**src/rtl/apb_arb_pkg.sv**
```systemverilog
// Shared encodings and FSM states for the APB request arbiter.
// Imported by the arbiter top.
package apb_arb_pkg;

  localparam logic [1:0] ENC_WR = 2'b01;
  localparam logic [1:0] ENC_RD = 2'b10;

  typedef enum logic [1:0] {
    IDLE   = 2'd0,
    ISSUE  = 2'd1,
    ACCESS = 2'd2,
    RESP   = 2'd3
  } arb_state_t;

  function automatic logic enc_legal(input logic [1:0] enc);
    return (enc == ENC_WR) || (enc == ENC_RD);
  endfunction

endpackage

```
**src/rtl/apb_req_arbiter_rr_pick.sv**
```systemverilog
// Round-robin one-hot picker: first set request at or above ptr, wrapping to 0.
// Purely combinational; no backpressure.
module rr_pick #(
  parameter int NREQ = 4,
  parameter int IW   = $clog2(NREQ)
) (
  input  logic [NREQ-1:0] req,
  input  logic [IW-1:0]   ptr,
  output logic [NREQ-1:0] gnt,
  output logic [IW-1:0]   idx,
  output logic            any
);

  logic found;

  function automatic logic [IW-1:0] wrap_idx(input logic [IW-1:0] p, input int k);
    int s;
    s = int'(p) + k;
    if (s >= NREQ) s = s - NREQ;
    return IW'(s);
  endfunction

  always_comb begin
    gnt   = '0;
    idx   = '0;
    found = 1'b0;
    for (int k = 0; k < NREQ; k++) begin
      if (!found && req[wrap_idx(ptr, k)]) begin
        found                 = 1'b1;
        gnt[wrap_idx(ptr, k)] = 1'b1;
        idx                   = wrap_idx(ptr, k);
      end
    end
  end

  assign any = found;

endmodule

```
**src/rtl/apb_req_arbiter.sv**
```systemverilog
// Round-robin arbiter sharing one APB master among NREQ requesters, with pready timeout.
// Grant one cycle after request; requests wait while busy; response is a one-cycle pulse.
module apb_req_arbiter
  import apb_arb_pkg::*;
#(
  parameter int NREQ = 4,
  parameter int AW   = 8,
  parameter int DW   = 8,
  parameter int TMO  = 16
) (
  input  logic              pclk,
  input  logic              prstn,
  input  logic [NREQ-1:0]   req_valid,
  input  logic [2*NREQ-1:0] req_enc,
  input  logic [AW*NREQ-1:0] req_addr,
  input  logic [DW*NREQ-1:0] req_wdata,
  output logic [NREQ-1:0]   rsp_valid,
  output logic [DW-1:0]     rsp_rdata,
  output logic              rsp_err,
  output logic [NREQ-1:0]   grant,
  output logic              trf_valid,
  output logic [1:0]        trf_enc,
  output logic [AW-1:0]     trf_addr,
  output logic [DW-1:0]     trf_wdata,
  input  logic              psel,
  input  logic              penable,
  input  logic              pready,
  input  logic [DW-1:0]     prdata
);

  localparam int IW = $clog2(NREQ);
  localparam int CW = $clog2(TMO);

  arb_state_t      state_q, state_d;
  logic [IW-1:0]   ptr_q;
  logic [IW-1:0]   idx_q;
  logic [CW-1:0]   cnt_q;

  logic [NREQ-1:0] pick_gnt;
  logic [IW-1:0]   pick_idx;
  logic            pick_any;
  logic [1:0]      sel_enc;
  logic [AW-1:0]   sel_addr;
  logic [DW-1:0]   sel_wdata;
  logic            bus_setup;
  logic            bus_done;
  logic            tmo_hit;

  rr_pick #(.NREQ(NREQ), .IW(IW)) u_pick (
    .req (req_valid),
    .ptr (ptr_q),
    .gnt (pick_gnt),
    .idx (pick_idx),
    .any (pick_any)
  );

  assign sel_enc   = req_enc[2*int'(pick_idx) +: 2];
  assign sel_addr  = req_addr[AW*int'(pick_idx) +: AW];
  assign sel_wdata = req_wdata[DW*int'(pick_idx) +: DW];

  assign bus_setup = psel && !penable;
  assign bus_done  = psel && penable && pready;
  // This access cycle would bring the wait counter to TMO-1.
  assign tmo_hit   = (cnt_q == CW'(TMO - 2));

  always_ff @(posedge pclk) begin
    if (!prstn) state_q <= IDLE;
    else        state_q <= state_d;
  end

  always_comb begin
    state_d = state_q;
    case (state_q)
      IDLE:    if (pick_any) state_d = enc_legal(sel_enc) ? ISSUE : RESP;
      ISSUE:   if (bus_setup) state_d = ACCESS;
      ACCESS:  if (bus_done || tmo_hit) state_d = RESP;
      RESP:    state_d = IDLE;
      default: state_d = IDLE;
    endcase
  end

  always_ff @(posedge pclk) begin
    if (!prstn) begin
      ptr_q     <= '0;
      idx_q     <= '0;
      cnt_q     <= '0;
      grant     <= '0;
      trf_valid <= 1'b0;
      trf_enc   <= '0;
      trf_addr  <= '0;
      trf_wdata <= '0;
      rsp_valid <= '0;
      rsp_rdata <= '0;
      rsp_err   <= 1'b0;
    end else begin
      rsp_valid <= '0;
      case (state_q)
        IDLE: begin
          if (pick_any) begin
            grant     <= pick_gnt;
            idx_q     <= pick_idx;
            trf_enc   <= sel_enc;
            trf_addr  <= sel_addr;
            trf_wdata <= sel_wdata;
            if (enc_legal(sel_enc)) begin
              trf_valid <= 1'b1;
            end else begin
              // Illegal command never touches the bus; answer straight away.
              rsp_valid <= pick_gnt;
              rsp_err   <= 1'b1;
              rsp_rdata <= '0;
            end
          end
        end
        ISSUE: begin
          if (bus_setup) begin
            trf_valid <= 1'b0;
            cnt_q     <= '0;
          end
        end
        ACCESS: begin
          if (bus_done) begin
            rsp_valid <= grant;
            rsp_err   <= 1'b0;
            rsp_rdata <= (trf_enc == ENC_RD) ? prdata : '0;
          end else if (tmo_hit) begin
            rsp_valid <= grant;
            rsp_err   <= 1'b1;
            rsp_rdata <= '0;
          end else begin
            cnt_q <= cnt_q + 1'b1;
          end
        end
        RESP: begin
          grant <= '0;
          ptr_q <= (idx_q == IW'(NREQ - 1)) ? '0 : idx_q + 1'b1;
        end
        default: ;
      endcase
    end
  end

endmodule

```
**config.mk**
```make
export PLATFORM = sky130hd
export DESIGN_NAME = apb_req_arbiter
export DESIGN_NICKNAME = d
export VERILOG_FILES = /design/src/rtl/apb_arb_pkg.sv /design/src/rtl/apb_req_arbiter_rr_pick.sv /design/src/rtl/apb_req_arbiter.sv
export SDC_FILE = /design/constraint.sdc
export NUM_CORES = 1
export LEC_CHECK = 0
export CORE_ASPECT_RATIO = 2
export CORE_MARGIN = 5
export CORE_UTILIZATION = 42
export CTS_BUF_LIST = sky130_fd_sc_hd__clkbuf_16
export CTS_CLUSTER_DIAMETER = 60
export DETAILED_ROUTE_END_ITERATION = 7
export PLACE_DENSITY = 0.85
export REMOVE_ABC_BUFFERS = 1
export SLEW_MARGIN = 30
export SYNTH_ARGS = -nofsm -noshare
export SYNTH_HDL_FRONTEND = slang
export SYNTH_SLANG_ARGS = --single-unit
```
**constraint.sdc**
```tcl
create_clock -name pclk -period 7.57 [get_ports pclk]
set_clock_uncertainty 0.2 [all_clocks]
set_input_delay 1.514 -clock pclk [delete_from_list [all_inputs] [get_ports pclk]]
set_output_delay 1.514 -clock pclk [all_outputs]
set_load 0.01 [all_outputs]
```
# Word-level counts from Yosys, hierarchy flattened
# Cells that the tools add are included.
# word_totals
ff_bits,46
output_inout_bits,36
word_cells,154
# classes
add_sub_neg,9
n_lt_le_gt_ge,16
eq_ne,16
shifts,3
n_mux,68
bitwise,3
n_reduce_logical,27
# op_table
cell,count
$shiftx A32 B6 Y8,2
$mux W4,12
$mux W8,5
$mux W2,17
$lt A2 B3 Y1 const B,8
$pmux W4 S2,3
$mux W1,19
$pmux W8 S2,1
$ne A2 B2 Y1 const B,7
$or A4 B4 Y4,3
$reduce_and A4 Y1,3
$eq A2 B2 Y1 const B,5
$logic_and A1 B1 Y1,10
$ge A3 B3 Y1 const B,3
$bmux W1 S2,4
$demux W1 S2,4
$ge A2 B1 Y1 const B,4
$pmux W2 S4,1
$reduce_bool A2 Y1,4
$shiftx A8 B4 Y2,1
$sub A2 B1 Y2 const B,4
$add A2 B2 Y3 const B,2
$add A4 B1 Y4 const B,1
$eq A2 B1 Y1 const B,2
other kinds (11),17

# Longest topological paths before layout
# depth
word_depth,23
ltp_mapped,14
ltp_nobuf,10

# Modules after synthesis
# A second synthesis with hierarchy kept.
# unflattened
hier_cells,327
hier_area_um2,3001.6
# by_module_without_submodules
mod,instances,cells_each,area_per_inst_um2
apb_req_arbiter,1,282,2582.5
rr_pick,1,45,419.2

# Worst setup path after synthesis
# Ideal clock, no wire load.
# synth_path
path_kind,input to register
startpoint,input port req_valid[2]
endpoint,register rsp_rdata[0]
arrival_time_ns,3.450
path_slack_ns,3.849
cell_stages,8
n_path_buf,0
cell_sequence,mux4_2 > nor2b_4 > nor2_2 > o21ai_2 > a211oi_1 > a211o_1 > a2111oi_4 > o2bb2ai_1
# synth_via
elab_chain_len,17
# synth_lines
element,line,rtl
start: declaration,apb_req_arbiter.sv:13,"input logic [NREQ-1:0] req_valid,"
$bmux W1 S2,apb_req_arbiter_rr_pick.sv:28,"if (!found && req[wrap_idx(ptr, k)]) begin"
$mux W1 (implied by the code),apb_req_arbiter_rr_pick.sv:28,
$mux W1,apb_req_arbiter_rr_pick.sv:28,
$logic_not A1 Y1,apb_req_arbiter_rr_pick.sv:28,
$logic_and A1 B1 Y1,apb_req_arbiter_rr_pick.sv:28,
$mux W1,apb_req_arbiter_rr_pick.sv:28,
$logic_not A1 Y1,apb_req_arbiter_rr_pick.sv:28,
$logic_and A1 B1 Y1,apb_req_arbiter_rr_pick.sv:28,
$mux W1,apb_req_arbiter_rr_pick.sv:28,
$logic_not A1 Y1,apb_req_arbiter_rr_pick.sv:28,
$logic_and A1 B1 Y1,apb_req_arbiter_rr_pick.sv:28,
$mux W2,apb_req_arbiter_rr_pick.sv:28,
$shiftx A8 B4 Y2,apb_req_arbiter.sv:57,assign sel_enc = req_enc[2*int'(pick_idx) +: 2];
$eq A2 B1 Y1 or $eq A2 B2 Y1 (tied branches),apb_arb_pkg.sv:16,return (enc == ENC_WR) || (enc == ENC_RD);
$logic_or A1 B1 Y1,apb_arb_pkg.sv:16,
$ne A2 B2 Y1 (no source line),n/a,
$reduce_and A4 Y1 (no source line) (*),n/a,
end signal: assignment,apb_req_arbiter.sv:125,rsp_rdata <= (trf_enc == ENC_RD) ? prdata : '0;
end: declaration,apb_req_arbiter.sv:18,"output logic [DW-1:0] rsp_rdata,"
# Every way passes the cells marked *; elsewhere a longest branch is shown, timed or not. The select of a mux whose other input is x is not followed.
# A chain may end at the register's enable or synchronous reset.

# Worst setup path after layout
# layout_path
startpoint,input port req_valid[1]
endpoint,register rsp_rdata[0]
# Same word-level chain as after synthesis.

==> flow_summary.toml <==
[route]
route.met3.wl_um = 631
viasPerCell = 5.39
dr.first_iter.drc_count = 183
top_layer_used = "met4"
wirelength_um = 8310
drt-wirelength-per-cell_um = 15.6
wl_met1_um = 2760
wl_met2_um = 4650
drtPass1Iterations = 4
route.detailed.drc = 0
vias = 2878
ant_nets = 0

[placement]
hpwl_um = 6710
placed_cell_area_mm2 = 0.00411
dpl_worst_slack_ns = 2.48
portBuffers = 124
place_congestion = 0.816

[sta]
grt_setup_unrepaired = "no"
worst_slew_pin_slew_ns = 0.857
slew_headroom_pct = 42.7
tns_ns = 0
setup_viol = 0
period_share_pct = 63.8
setup_ws_ns = 2.74
drv_slew = 0
finalCriticalPeriod_ns = 4.83
max_freq_mhz = 207
final_hold_viol_count = 0

[global_route]
first_global_vias = 2918
grt_pass1_wl_um = 13000
grt_usage_pct = 19.8
antenna_found_initial = 0
overflow = 0
grt_max_degree = 40

[worst_setup_path]
startpoint = "req_valid[1]"
slowest_delay_ns = 0.61
slowest_stage = "mux4_2"
cp-endpoint = "rsp_rdata[0]"
worst_setup_path_end_kind = "flop"
crit_required_ns = 7.58
setup.worst_path.class = "in -> reg"
setup.worst_path.start_class = "input port"
arrival_ns = 4.84
crit_fanout = 39
r2r-end = "rsp_rdata[0]"
cp_cell_sequence = "clkdlybuf4s50_1 > mux4_2 > nor2b_4 > nor2_2 > o21ai_4 > buf_4 > a211oi_1 > a211o_1 > a2111oi_4 > o2bb2ai_1"
r2r-start = "ptr_q[0]"
reg2reg_depth = 11
ff2ff_setup_slack_ns = 3.15

[final_layout]
finish.instance_area_mm2 = 0.00425
drive_above_1_share_pct = 4.48
synthToLayoutAreaGrowth_pct = 52.2
antenna_cells = 0
nets = 549
final_common_cell = "clkdlybuf4s50_1"
final_cell_mix = "124 x clkdlybuf4s50_1, 46 x dfxtp_1, 41 x nor2_1"

[cts]
cts-hold-fix-buffers = 0
clock_path_buffers = 2
cts_made_buffers = 5
cts_resized = 0
post-cts-setup-buffers = 0
clock_sinks = 46
clkLatencyLatePin_ns = 0.29
path_clk_slew_ns = 0.06
tritoncts = "yes"
h-tree-depth = 2
cts-root-buf = "clkbuf_16"

[synthesis]
synth.avg_cell_area_um2 = 8.56
syn_inst = 326
yosysWarnings = 0
ys.flop_type = "dfxtp_1"
syn_area_mm2 = 0.00279
seq_area_frac_synth_pct = 33.0
ys_async_sr_fraction_pct = 0
synth-edff-count = 0
synth_cell_types = 44
ys_ff_latch = 46

[floorplan]
die_area_mm2 = 0.00847
coreArea_mm2 = 0.00657
rows = 42
initial_core_util_pct = 42.5
boundaryPins = 125
die_w_um = 67.6
fp.dieH_um = 125

[pwr]
p_leak_uw = 0.00157
p_per_area_mw_per_mm2 = 260
ir_worst_vdd_uv = 167

[hold_path]
hold_class = "reg -> reg"

[run]
maxCapViolCount = 0

[run_status]
outcome = "finished clean"
## metrics by stage
step / instances / hold WS [ns] / utilization, % / power [uW]
after CTS: 534 / 0.269 / 64.6 / 1110
after global placement: 526 / 0.245 / 62.5 / 876
after global routing: 534 / 0.302 / 64.6 / 1170
after floorplan: 312 / 0.259 / - / 670
after detailed placement: 526 / 0.254 / 62.5 / 894
final: 534 / 0.262 / 64.6 / 1100
## layer usage
metal | track usage, % | vias up
met5 | 0 | -
li1 | - | 1430
met3 | 5.30 | 19
met1 | 18.1 | 1307
met2 | 37.9 | 122
met4 | 8.73 | 0
## state kept, by name, indices dropped and copies added, names as in the netlist
register	flops
cnt_q	4
grant	4
idx_q	2
ptr_q	2
rsp_err	1
rsp_rdata	8
rsp_valid	4
state_q	2
trf_addr	8
trf_enc	2
trf_valid	1
trf_wdata	8
## kinds of logic after synthesis
logic type,count (synthesis),share of synthesized area (%)
XOR/XNOR,7,2.20
multiplexers,43,16.8
adder cells (fa/ha/maj),15,6.73
AO/OA/AOI/OAI,97,22.3
buffers and inverters,23,3.32
AND/OR/NAND/NOR,95,15.7
flip-flops,46,33.0
## synthesized netlist by cell type (5+ instances only)
library cell,number,share of area [%]
nand2_1,24,3.2
o21ai_0,25,4.5
buf_2,5,0.90
a21oi_1,30,5.4
ha_1,15,6.7
mux2i_1,39,14
a22oi_1,10,2.7
inv_1,9,1.2
nor2_1,41,5.5
nand3_1,7,1.3
a211oi_1,5,1.3
clkbuf_1,9,1.2
dfxtp_1,46,33
o2bb2ai_1,8,2.5
xnor2_1,5,1.6
## worst min path at each step
stage                       startpoint           end  slack [ns]  cells after the start
final                     trf_wdata[6]  trf_wdata[6]        0.26                      2
after global routing      rsp_rdata[7]  rsp_rdata[7]        0.30                      2
after CTS                 trf_wdata[6]  trf_wdata[6]        0.27                      2
after detailed placement  trf_wdata[6]  trf_wdata[6]        0.25                      2
after global placement     trf_addr[7]   trf_addr[7]        0.25                      2
after floorplan               idx_q[1]      idx_q[1]        0.26                      2
## worst max-delay path: cells and delay by family
kind / cells / cell delay, ns
multiplexers: 1 / 0.61
buffers and inverters: 2 / 1.06
AO/OA/AOI/OAI: 5 / 1.34
AND/OR/NAND/NOR: 2 / 0.29
## layout make-up
type | instances | area [um2]
clock buffers | 5 | 125
clock inverters | 3 | 16.3
fillers | 571 | 2320
inverters | 9 | 33.8
multi-input cells | 257 | 1780
flip-flops and latches | 46 | 921
well taps | 88 | 110
repair buffers | 126 | 1260
## report_power, final
part	switching, uW	leakage [uW]	internal (uW)	total (uW)
registers	41.0	0.000376	301	342
logic	282	0.00113	265	547
clock network	93.3	0.0000672	121	214
total	416	0.00157	686	1100
(Power assumes the default switching activity.)
